[src/rtl/pipe_chain.sv]
// -----------------------------------------------------------------------------
// pipe_chain
//   Elastic pipeline-register chain of DEPTH stages, each WIDTH bits wide.
//   Every stage carries a valid bit. A combinational ready chain lets items
//   advance into empty (or flushed) stages even while the output is stalled,
//   so bubbles collapse. A per-stage flush mask kills the item held in a stage
//   before it can be forwarded or output.
//
// Ports
//   clk        rising-edge clock
//   rst        asynchronous reset, active-high
//   in_valid   upstream presents in_data
//   in_ready   stage 0 accepts this cycle
//   in_data    upstream payload
//   out_valid  last stage holds a live item
//   out_ready  downstream accepts this cycle
//   out_data   payload of the last stage
//   flush      bit i kills the item currently held in stage i
//   occupancy  count of valid stages as registered (flush not applied)
//   stall_cnt  saturating count of output-stall edges
//              (present only when PIPE_STALL_CNT_EN is defined)
//
// Configuration macro
//   PIPE_STALL_CNT_EN  adds the stall_cnt port and its saturating counter.
// -----------------------------------------------------------------------------
module pipe_chain #(
    parameter int WIDTH = 32,
    parameter int DEPTH = 4,
    parameter int CNT_W = 16,
    localparam int OCC_W = $clog2(DEPTH + 1)
) (
    input  logic             clk,
    input  logic             rst,
    input  logic             in_valid,
    output logic             in_ready,
    input  logic [WIDTH-1:0] in_data,
    output logic             out_valid,
    input  logic             out_ready,
    output logic [WIDTH-1:0] out_data,
    input  logic [DEPTH-1:0] flush,
    output logic [OCC_W-1:0] occupancy
`ifdef PIPE_STALL_CNT_EN
    ,
    output logic [CNT_W-1:0] stall_cnt
`endif
);

    // Reject nonsensical parameterisations at elaboration time.
    if (WIDTH < 1 || DEPTH < 1 || CNT_W < 1) begin : g_paramCheck
        $error("pipe_chain: WIDTH, DEPTH and CNT_W must all be >= 1");
    end

    logic [DEPTH-1:0] r_valid;
    logic [WIDTH-1:0] r_data [DEPTH];

    logic [DEPTH-1:0] w_live;
    logic [DEPTH:0]   w_rdy;
    logic [DEPTH-1:0] w_srcValid;
    logic [WIDTH-1:0] w_srcData [DEPTH];
    logic [OCC_W-1:0] w_occ;

    // A flushed stage counts as empty: it never holds back the stage before it
    // and never passes its item on.
    assign w_live = r_valid & ~flush;

    // Ready ripples from the output back towards the input: a stage can take
    // a new item if it is empty/killed or if its own item is moving on.
    always_comb begin
        w_rdy        = '0;
        w_rdy[DEPTH] = out_ready;
        for (int i = DEPTH - 1; i >= 0; i--) begin
            w_rdy[i] = ~w_live[i] | w_rdy[i+1];
        end
    end

    // Each stage is fed by its predecessor (or the input port for stage 0).
    always_comb begin
        w_srcValid[0] = in_valid;
        w_srcData[0]  = in_data;
        for (int i = 1; i < DEPTH; i++) begin
            w_srcValid[i] = w_live[i-1];
            w_srcData[i]  = r_data[i-1];
        end
    end

    // Stage registers: a ready stage takes its source's valid bit and loads
    // data only for a real item, so idle payload stays put.
    always_ff @(posedge clk or posedge rst) begin
        if (rst) begin
            r_valid <= '0;
            for (int i = 0; i < DEPTH; i++) begin
                r_data[i] <= '0;
            end
        end else begin
            for (int i = 0; i < DEPTH; i++) begin
                if (w_rdy[i]) begin
                    r_valid[i] <= w_srcValid[i];
                    if (w_srcValid[i]) begin
                        r_data[i] <= w_srcData[i];
                    end
                end
            end
        end
    end

    // Occupancy is a popcount of the registered valid bits, so it reflects
    // the state left by the last edge regardless of the current flush mask.
    always_comb begin
        w_occ = '0;
        for (int i = 0; i < DEPTH; i++) begin
            w_occ = w_occ + OCC_W'(r_valid[i]);
        end
    end

    assign occupancy = w_occ;
    assign in_ready  = w_rdy[0];
    assign out_valid = w_live[DEPTH-1];
    assign out_data  = r_data[DEPTH-1];

`ifdef PIPE_STALL_CNT_EN
    logic [CNT_W-1:0] r_stallCnt;

    // Count edges where a live item sits at the output but is refused;
    // hold at all-ones instead of wrapping.
    always_ff @(posedge clk or posedge rst) begin
        if (rst) begin
            r_stallCnt <= '0;
        end else if (out_valid && !out_ready && (r_stallCnt != '1)) begin
            r_stallCnt <= r_stallCnt + 1'b1;
        end
    end

    assign stall_cnt = r_stallCnt;
`endif

endmodule

[config.mk]
export PLATFORM = sky130hd
export DESIGN_NAME = pipe_chain
export DESIGN_NICKNAME = d
export VERILOG_FILES = /design/src/rtl/pipe_chain.sv
export SDC_FILE = /design/constraint.sdc
export NUM_CORES = 1
export LEC_CHECK = 0
export CAP_MARGIN = 20
export CORE_ASPECT_RATIO = 0.9
export CORE_MARGIN = 2
export CORE_UTILIZATION = 58
export CTS_CLUSTER_DIAMETER = 40
export DETAILED_ROUTE_END_ITERATION = 7
export PLACE_DENSITY_LB_ADDON = 0.12
export SYNTH_ARGS = -nofsm -noshare
export SYNTH_HDL_FRONTEND = slang
export SYNTH_SLANG_ARGS = --single-unit
[constraint.sdc]
create_clock -name clk -period 9.4 [get_ports clk]
set_clock_uncertainty 0.15 [all_clocks]
set_input_delay 1.88 -clock clk [delete_from_list [all_inputs] [get_ports clk]]
set_output_delay 1.88 -clock clk [all_outputs]
set_load 0.02 [all_outputs]
==> results of run 1 <==
==> through the flow <==
stage,utilization,power (mW)
after CTS,0.720,1.88
after global placement,0.654,1.20
final,0.720,1.86
after detailed placement,0.654,1.22
after global routing,0.720,1.94
after floorplan,-,1.12
==> report_power, final <==
group,internal (mW),switching [mW],leakage [nW]
combinational,0.240,0.168,0.924
sequential,0.718,0.0767,1.58
clock,0.418,0.239,0.291
total,1.38,0.483,2.79
==> sequential cells by signal, summed over array words and instances, names as in the netlist <==
register and count:
r_valid 4, r_data 96, out_data 32
==> area by class of cell <==
| cell class | count | area [sq um] | area share |
|---|---|---|---|
| clock buffer | 20 | 445 | 0.0684 |
| clock inverter | 12 | 155 | 0.0238 |
| inverter | 6 | 25.0 | 0.00384 |
| multi-input combinational | 148 | 1650 | 0.253 |
| sequential | 132 | 3300 | 0.507 |
| tap | 122 | 153 | 0.0234 |
| timing repair buffer | 79 | 783 | 0.120 |
==> how the worst max path moves through the flow <==
stage	from	end	cells past startpoint
2_1_floorplan	rst	out_data[0]$_DFFE_PP0P_	1
3_3_place_gp	flush[3]	in_ready	4
3_5_place_dp	flush[3]	in_ready	4
4_1_cts	flush[3]	in_ready	4
5_1_grt	flush[3]	in_ready	4
6_report	flush[3]	in_ready	4
==> cell usage in the layout (no fill, tap or decap), types with 2 or more instances in the layout <==
master             n
clkbuf_8           3
clkdlybuf4s50_1   76
clkinvlp_4         2
nand2_1            2
clkinv_2           3
mux2_1             2
mux2_2           120
dfrtp_1          132
ha_1               2
buf_4              3
inv_1              5
bufinv_16          3
clkinv_4           4
mux2_4             6
nand2b_1           4
clkbuf_16         16
==> per-layer routing <==
metal,vias to the layer above,wire [um]
met4,0,108
met1,1402,3920
met5,-,0
li1,1215,-
met3,10,338
met2,58,4220
==> worst reg2reg max path, delay by kind of cell, from the launching register on <==
family / cells / cell delay, ns
and+or+nand+nor: 2 / 1.17
muxes: 1 / 0.45
DFF: 1 / 0.39
==> cell families after synthesis <==
group | count (synthesis)
multiplexers | 128
AND/OR/NAND/NOR | 13
adder cells (fa/ha/maj) | 3
flip-flops | 132
AO/OA/AOI/OAI | 4
buffers and inverters | 52
==> impl_metrics.env, run 1 <==
export IMPL_drcViolationCount=0
export IMPL_slew_headroom=0.311
export IMPL_ant_nets=0
export IMPL_design_die_area_sq_mm=0.00998
export IMPL_nFillCells=590
export IMPL_cap_violations=0
export IMPL_fin_cells=519
export IMPL_grt_max_degree=69
export IMPL_crit_arrival_ns=3.75
export IMPL_cellLeakagePower_nw=2.79
export IMPL_dp_hpwl_mm=5.09
export IMPL_place_area_sq_mm=0.00591
export IMPL_final_hold_viol_count=0
export IMPL_start_util=0.590
export IMPL_yosys_warnings=0
export IMPL_met1_usage=0.243
export IMPL_cts_buffers=17
export IMPL_synth_area_leaders="dfrtp_1 (62%), mux2_2 (25%), buf_4 (4.5%)"
export IMPL_synth_top_family_by_area="multiplexers"
export IMPL_cts_max_level=4
export IMPL_synth_xor_xnor_area_share=0
export IMPL_synth_area_mux_share=0.274
export IMPL_fin_ws_ns=3.62
export IMPL_worstMarginPinSlew_ns=1.03
export IMPL_clkTransAtPathRegs_ns=0.06
export IMPL_ys_ff_latch=132
export IMPL_cts_sinks=132
export IMPL_cp_num_buf_inv=2
export IMPL_cp_top_family="buffers and inverters"
export IMPL_routed_wl_mm=8.59
export IMPL_cpMaxStageDelayCell="clkdlybuf4s50_1"
export IMPL_place_inst=487
export IMPL_cp_common_cell="clkdlybuf4s50_1"
export IMPL_grt_first_pass_wirelength_mm=14.2
export IMPL_fin_area_sq_mm=0.00651
export IMPL_setup_violations=0
export IMPL_yosys_top_cells_count="dfrtp_1 (132), mux2_2 (120), buf_4 (32)"
export IMPL_r2r_cells=3
export IMPL_drive_gt1_frac=0.418
export IMPL_viasPerCell=5.17
export IMPL_pin_count=77
export IMPL_yosysUniqueCellTypes=24
export IMPL_drtPass1Iterations=4
export IMPL_ctsRootBufferMaster="clkbuf_8"
export IMPL_hold_path_class="flip-flop to flip-flop"
export IMPL_whs_path_depth=1
export IMPL_nets=427
export IMPL_p_per_area_mw_per_mm2=286
export IMPL_async_reset_ff_frac=1.00
export IMPL_min_from="r_data[42]$_DFFE_PP0P_"
export IMPL_track_usage=0.189
export IMPL_slowest_delay_ns=0.56
export IMPL_hold_worst_slack_ns=0.345
export IMPL_die_width_um=105
export IMPL_place_ws_ns=3.64
export IMPL_cp_required_ns=7.37
export IMPL_post_route_period_util=0.615
export IMPL_drv_slew=0
export IMPL_die_h_um=95.0
export IMPL_gp_congestion=0.701
export IMPL_grt_pass1_vias=2878
export IMPL_synthSimpleGateAreaFrac=0.0160
export IMPL_postCtsSetupBuffers=0
export IMPL_drt_iter0_drc=38
export IMPL_cts_buffer_depth=2
export IMPL_yosysTopAreaCell="dfrtp_1"
export IMPL_clock_fmax_mhz=173
export IMPL_start_kind="input pin"
export IMPL_cts_resized=0
export IMPL_yosysTopAreaCellShare=0.619
export IMPL_row_count=33
export IMPL_met3_usage=0.0476
export IMPL_cp_cell_sequence="clkdlybuf4s50_1 > or3b_4 > or3_1 > clkdlybuf4s50_1"
export IMPL_synth_edff_count=0
export IMPL_core_sq_mm=0.00904
export IMPL_rsz0062_at_grt="false"
export IMPL_io_buffers=76
export IMPL_yosys_area_share_adder=0.00844
export IMPL_seq_area_frac_synth=0.619
export IMPL_cts_tree="built"
export IMPL_syn_area_per_cell_sq_um=16.1
export IMPL_antenna_found_initial=0
export IMPL_wl_per_cell_um=16.6
export IMPL_synth_compound_area_frac=0.00774
export IMPL_cp_max_fo=6
export IMPL_syn_inst=332
export IMPL_irDropWorstVdd_mv=0.194
export IMPL_reg2reg_to="out_data[11]$_DFFE_PP0P_"
export IMPL_period_minus_slack_ns=5.78
export IMPL_routed_via_count=2685
export IMPL_end_kind="output port"
export IMPL_holdBufCountCts=0
export IMPL_clock_latency_ns=0.51
export IMPL_finalSetupTns_ns=0
export IMPL_area_growth_pct=22.1
export IMPL_status="completed"
export IMPL_use_met2=0.303
export IMPL_worstHoldEndpoint="out_data[10]$_DFFE_PP0P_"
export IMPL_grt_ovfl_total=0
export IMPL_regToRegSetupSlack_ns=7.12
export IMPL_diodes=0
export IMPL_top_usage_layer="met2"
export IMPL_syn_area_sq_mm=0.00533
export IMPL_r2r_start="r_valid[2]$_DFFE_PP0P_"
export IMPL_ys_flop_type="dfrtp_1"
export IMPL_synth_most_common_cell="dfrtp_1"
export IMPL_syn_nets=375
export IMPL_crit_type="input pin to output port"
Power figures use the tool's default switching activity.
==> run 2, diff against run 1 <==
--- a/config.mk
+++ b/config.mk
@@ -8,7 +8,7 @@
 export CAP_MARGIN = 20
 export CORE_ASPECT_RATIO = 0.9
 export CORE_MARGIN = 2
-export CORE_UTILIZATION = 58
+export CORE_UTILIZATION = 49
 export CTS_CLUSTER_DIAMETER = 40
 export DETAILED_ROUTE_END_ITERATION = 7
 export PLACE_DENSITY_LB_ADDON = 0.12
==> constraint.sdc (replaced) <==
create_clock -name clk -period 5.15 [get_ports clk]
set_clock_uncertainty 0.15 [all_clocks]
set_input_delay 1.03 -clock clk [delete_from_list [all_inputs] [get_ports clk]]
set_output_delay 1.03 -clock clk [all_outputs]
set_load 0.02 [all_outputs]
==> run 2 against run 1 <==
  * Global-route usage fell by 2.5 points
  * Wire length rose by 2.0%
  * Final area rose by 0.94%
  * Critical path depth did not move
  * Count of clock-buffer cells in the layout did not move
  * First-iteration DRC count rose to 4.0 times the previous value
  * Power rose by 86%
  * Final cell count rose by 2.3%
  * Clock power rose by 92%
  * Die area rose by 18%
  * Sequential power rose by 82%
  * Setup slack got worse by 2.6 ns
  * Largest cell class unchanged
==> impl_metrics.env, run 2 (same netlist as run 1, synthesis figures left out) <==
export IMPL_slowest_delay_ns=0.55
export IMPL_cts_max_level=4
export IMPL_finalSetupTns_ns=0
export IMPL_clock_fmax_mhz=244
export IMPL_cellLeakagePower_nw=2.81
export IMPL_routed_wl_mm=8.77
export IMPL_clock_latency_ns=0.40
export IMPL_p_per_area_mw_per_mm2=525
export IMPL_routed_via_count=2706
export IMPL_cpMaxStageDelayCell="clkdlybuf4s50_1"
export IMPL_nets=428
export IMPL_track_usage=0.164
export IMPL_crit_arrival_ns=2.91
export IMPL_viasPerCell=5.10
export IMPL_die_h_um=103
export IMPL_r2r_cells=4
export IMPL_row_count=36
export IMPL_wl_met2_mm=4.09
export IMPL_cts_resized=0
export IMPL_topRoutingLayerUsed="met4"
export IMPL_slew_headroom=0.338
export IMPL_crit_start="flush[3]"
export IMPL_die_width_um=114
export IMPL_drv_slew=0
export IMPL_cts_buffers=17
export IMPL_place_inst=498
export IMPL_drt_iter0_drc=152
export IMPL_grt_max_degree=112
export IMPL_pin_count=77
export IMPL_largest_reg_flops=96
export IMPL_cp_required_ns=3.97
export IMPL_core_sq_mm=0.0107
export IMPL_start_util=0.498
export IMPL_grt_ovfl_total=0
export IMPL_r2r_start="r_valid[2]$_DFFE_PP0P_"
export IMPL_wl_per_cell_um=16.5
export IMPL_status="completed"
export IMPL_met1_length_mm=4.14
export IMPL_io_buffers=76
export IMPL_ctsRootBufferMaster="clkbuf_16"
export IMPL_irDropWorstVdd_mv=0.305
export IMPL_worstMarginPinSlew_ns=0.991
export IMPL_dp_hpwl_mm=5.10
export IMPL_cp_cell_sequence="clkdlybuf4s50_1 > or3b_4 > or3_1 > clkdlybuf4s50_1"
export IMPL_holdBufCountCts=0
export IMPL_postCtsSetupBuffers=0
export IMPL_cts_sinks=132
export IMPL_cap_violations=0
export IMPL_cts_buffer_depth=2
export IMPL_antenna_found_initial=0
export IMPL_design_die_area_sq_mm=0.0117
export IMPL_area_growth_pct=23.2
export IMPL_cts_tree="built"
export IMPL_start_kind="input pin"
export IMPL_rsz0062_at_grt="false"
export IMPL_nFillCells=827
export IMPL_cp_common_cell="clkdlybuf4s50_1"
export IMPL_endpoint="in_ready"
export IMPL_drcViolationCount=0
export IMPL_min_from="r_data[32]$_DFFE_PP0P_"
export IMPL_final_hold_viol_count=0
export IMPL_gp_congestion=0.721
export IMPL_hold_path_class="flip-flop to flip-flop"
export IMPL_ant_nets=0
export IMPL_grt_first_pass_wirelength_mm=14.2
export IMPL_fin_ws_ns=1.06
export IMPL_period_minus_slack_ns=4.09
export IMPL_diodes=0
export IMPL_fin_cells=531
export IMPL_end_kind="output port"
export IMPL_regToRegSetupSlack_ns=2.85
export IMPL_setup_violations=0
export IMPL_final_cell_mix="dfrtp_1 (132), mux2_2 (120), clkdlybuf4s50_1 (76)"
export IMPL_drive_gt1_frac=0.417
export IMPL_place_ws_ns=1.06
export IMPL_clkTransAtPathRegs_ns=0.06
export IMPL_final_common_cell="dfrtp_1"
export IMPL_met3_length_um=405
export IMPL_grt_pass1_vias=2846
export IMPL_crit_type="input pin to output port"
export IMPL_cp_max_fo=6
export IMPL_reg2reg_to="r_data[35]$_DFFE_PP0P_"
export IMPL_drtPass1Iterations=4
export IMPL_max_flop_register="r_data"
export IMPL_post_route_period_util=0.795
-- run 2: cell types whose count changed in the layout (fill, tap and decap cells not counted), sizes merged --
cell	delta
inv	+1
buf	+1
clkinv	-3
clkinvlp	+1
bufinv	+1
-- run 2: metrics by stage --
stage / util / hold slack, ns / total power [mW] / cell area [sq um]
3_3_place_gp: 0.553 / 0.327 / 2.19 / 5930
2_1_floorplan: - / 0.314 / 2.04 / 5330
6_report: 0.613 / 0.344 / 3.45 / 6570
4_1_cts: 0.611 / 0.350 / 3.49 / 6550
5_1_grt: 0.613 / 0.364 / 3.62 / 6570
3_5_place_dp: 0.553 / 0.338 / 2.22 / 5930
-- run 2: area by class of cell --
cell class | instances | area (sq um) | share of cell area
clock buffer | 20 | 447 | 0.0679
sequential | 132 | 3300 | 0.502
inverter | 6 | 27.5 | 0.00419
timing repair buffer | 80 | 803 | 0.122
multi-input combinational | 148 | 1650 | 0.251
tap | 133 | 166 | 0.0253
clock inverter | 12 | 179 | 0.0272
-- run 2: how the worst min path moves through the flow --
stage	end	slack, ns	depth (start not counted)
after floorplan	r_data[120]$_DFFE_PP0P_	0.31	1
final	out_data[0]$_DFFE_PP0P_	0.34	1
after global placement	r_data[120]$_DFFE_PP0P_	0.33	1
after global routing	r_data[56]$_DFFE_PP0P_	0.36	1
after CTS	out_data[0]$_DFFE_PP0P_	0.35	1
after detailed placement	r_data[105]$_DFFE_PP0P_	0.34	1
-- run 2: power by group --
group / internal, mW / switching, mW
clock network: 0.824 / 0.431
logic: 0.440 / 0.308
registers: 1.31 / 0.136
-- run 2: metal layers --
metal,track usage,vias up
met5,0,-
met4,0.0704,0
met3,0.0529,12
met2,0.253,63
met1,0.215,1400
li1,-,1231
-- run 2: worst max-delay path, delay by kind of cell --
family | cells | cell delay (ns)
AND/OR/NAND/NOR | 2 | 0.87
buffers and inverters | 2 | 1.00
==> run 3, diff against run 2 <==
--- a/config.mk
+++ b/config.mk
@@ -8,7 +8,7 @@
 export CAP_MARGIN = 20
 export CORE_ASPECT_RATIO = 0.9
 export CORE_MARGIN = 2
-export CORE_UTILIZATION = 49
+export CORE_UTILIZATION = 54
 export CTS_CLUSTER_DIAMETER = 40
 export DETAILED_ROUTE_END_ITERATION = 7
 export PLACE_DENSITY_LB_ADDON = 0.12
==> constraint.sdc (replaced) <==
create_clock -name clk -period 3.8 [get_ports clk]
set_clock_uncertainty 0.15 [all_clocks]
set_input_delay 0.76 -clock clk [delete_from_list [all_inputs] [get_ports clk]]
set_output_delay 0.76 -clock clk [all_outputs]
set_load 0.02 [all_outputs]
==> run 3 against run 2 <==
  * Die area decreased by 8.9%
  * Largest cell class unchanged
  * Non-clock buffer count rose by 2
  * Largest power group unchanged
  * Sequential cell count stayed put
==> impl_metrics.env, run 3 (same netlist as run 1, synthesis figures left out) <==
export IMPL_dp_hpwl_mm=5.23
export IMPL_grt_pass1_vias=2918
export IMPL_cp_max_fo=6
export IMPL_die_h_um=98.3
export IMPL_slew_headroom=0.405
export IMPL_status="completed"
export IMPL_setup_violations=0
export IMPL_largest_reg_flops=96
export IMPL_antenna_found_initial=0
export IMPL_drv_slew=0
export IMPL_cp_required_ns=2.89
export IMPL_slowest_delay_ns=0.55
export IMPL_start_kind="input pin"
export IMPL_fin_total_pwr_mw=4.54
export IMPL_pwr_share_seq=0.434
export IMPL_regToRegSetupSlack_ns=1.55
export IMPL_place_area_sq_mm=0.00597
export IMPL_gp_congestion=0.680
export IMPL_final_common_cell="dfrtp_1"
export IMPL_holdBufCountCts=0
export IMPL_crit_arrival_ns=2.61
export IMPL_irDropWorstVdd_mv=0.477
export IMPL_fin_area_sq_mm=0.00654
export IMPL_io_buffers=76
export IMPL_cpMaxStageDelayCell="clkdlybuf4s50_1"
export IMPL_cts_resized=0
export IMPL_track_usage=0.183
export IMPL_crit_type="input pin to output port"
export IMPL_register_area_sq_mm=0.00330
export IMPL_area_growth_pct=22.7
export IMPL_nFillCells=691
export IMPL_viasPerCell=5.07
export IMPL_pwr_share_comb=0.223
export IMPL_drive_gt1_frac=0.420
export IMPL_worstMarginPinSlew_ns=0.892
export IMPL_grt_ovfl_total=0
export IMPL_multi_input_area_sq_mm=0.00165
export IMPL_finalSetupTns_ns=0
export IMPL_design_die_area_sq_mm=0.0107
export IMPL_postCtsSetupBuffers=0
export IMPL_routed_wl_mm=8.45
export IMPL_drcViolationCount=0
export IMPL_nets=430
export IMPL_period_minus_slack_ns=3.52
export IMPL_cts_max_level=4
export IMPL_p_switching_mw=1.16
export IMPL_ctsRootBufferMaster="clkbuf_8"
export IMPL_end_kind="output port"
export IMPL_cp_common_cell="clkdlybuf4s50_1"
export IMPL_cts_tree="built"
export IMPL_die_width_um=109
export IMPL_core_sq_mm=0.00966
export IMPL_grt_first_pass_wirelength_mm=14.4
export IMPL_max_flop_register="r_data"
export IMPL_cp_cell_sequence="clkdlybuf4s50_1 > or3b_4 > or3_1 > clkdlybuf4s50_1"
export IMPL_pin_count=77
export IMPL_rsz0062_at_grt="false"
export IMPL_final_cell_mix="dfrtp_1 (132), mux2_2 (120), clkdlybuf4s50_1 (76)"
export IMPL_row_count=34
export IMPL_start_util=0.552
export IMPL_clock_fmax_mhz=284
export IMPL_cts_sinks=132
export IMPL_sw_frac_of_total=0.257
export IMPL_power_frac_clock=0.343
export IMPL_clkTransAtPathRegs_ns=0.06
export IMPL_clock_latency_ns=0.51
export IMPL_wl_per_cell_um=16.1
export IMPL_p_per_area_mw_per_mm2=693
export IMPL_drt_iter0_drc=52
export IMPL_cts_buffer_depth=2
export IMPL_cts_buffers=17
export IMPL_final_hold_viol_count=0
export IMPL_post_route_period_util=0.925
export IMPL_hold_path_class="flip-flop to flip-flop"
export IMPL_drtPass1Iterations=4
export IMPL_p_int_mw=3.37
export IMPL_grt_max_degree=52
export IMPL_routed_via_count=2665
export IMPL_cellLeakagePower_nw=2.81
export IMPL_diodes=0
export IMPL_cap_violations=0
export IMPL_ant_nets=0
## run 3: cell types whose count changed in the layout (fill, tap and decap cells not counted), moves of 2 or more
| cell | delta |
|---|---|
| clkinv_2 | +3 |
| bufinv_16 | -2 |
| clkbuf_8 | +4 |
| inv_6 | -2 |
## run 3: area by class of cell
| cell class | count | share of cell area |
|---|---|---|
| flip-flops and latches | 132 | 0.505 |
| multi-input cells | 148 | 0.252 |
| repair buffers | 82 | 0.127 |
| clock buffers | 23 | 0.0728 |
| well taps | 126 | 0.0241 |
| clock inverters | 9 | 0.0155 |
| inverters | 6 | 0.00402 |
## run 3: worst max-delay path: cells and delay by family
| family | cells | cell delay [ns] |
|---|---|---|
| AND/OR/NAND/NOR | 2 | 0.85 |
| buffers and inverters | 2 | 1.00 |
## run 3: metrics by stage
stage,worst slack (ns),util,instances,hold slack [ns]
after global placement,0.294,0.618,494,0.328
after global routing,0.230,0.678,526,0.363
after CTS,0.273,0.678,526,0.350
after detailed placement,0.274,0.618,494,0.335
final,0.283,0.678,526,0.344
after floorplan,1.22,-,332,0.314
## run 3: worst paths after layout
path                                            to  depth (start not counted)                     from
setup / recovery                          in_ready                          4                 flush[3]
hold / removal             r_data[121]$_DFFE_PP0P_                          1  r_data[121]$_DFFE_PP0P_
setup reg to reg            r_data[90]$_DFFE_PP0P_                          4   r_valid[3]$_DFFE_PP0P_
hold reg to reg            r_data[121]$_DFFE_PP0P_                          1  r_data[121]$_DFFE_PP0P_
max in group asynchronous   r_data[33]$_DFFE_PP0P_                          3                      rst
min in group asynchronous  r_data[106]$_DFFE_PP0P_                          2                      rst
## run 3: power groups by stage
stage	clock network, mW	registers (mW)	logic (mW)
floorplan	0	1.92	0.845
global placement	0	1.97	1.00
detailed placement	0	1.99	1.02
CTS	1.60	1.97	1.03
global route	1.67	2.02	1.08
finish	1.56	1.97	1.01
## run 3: routing by layer
layer	vias up	track usage	share of wire
met5	-	0	0
met4	0	0.0740	0.017
met3	13	0.0661	0.043
met2	59	0.278	0.47
met1	1368	0.240	0.47
li1	1225	-	-
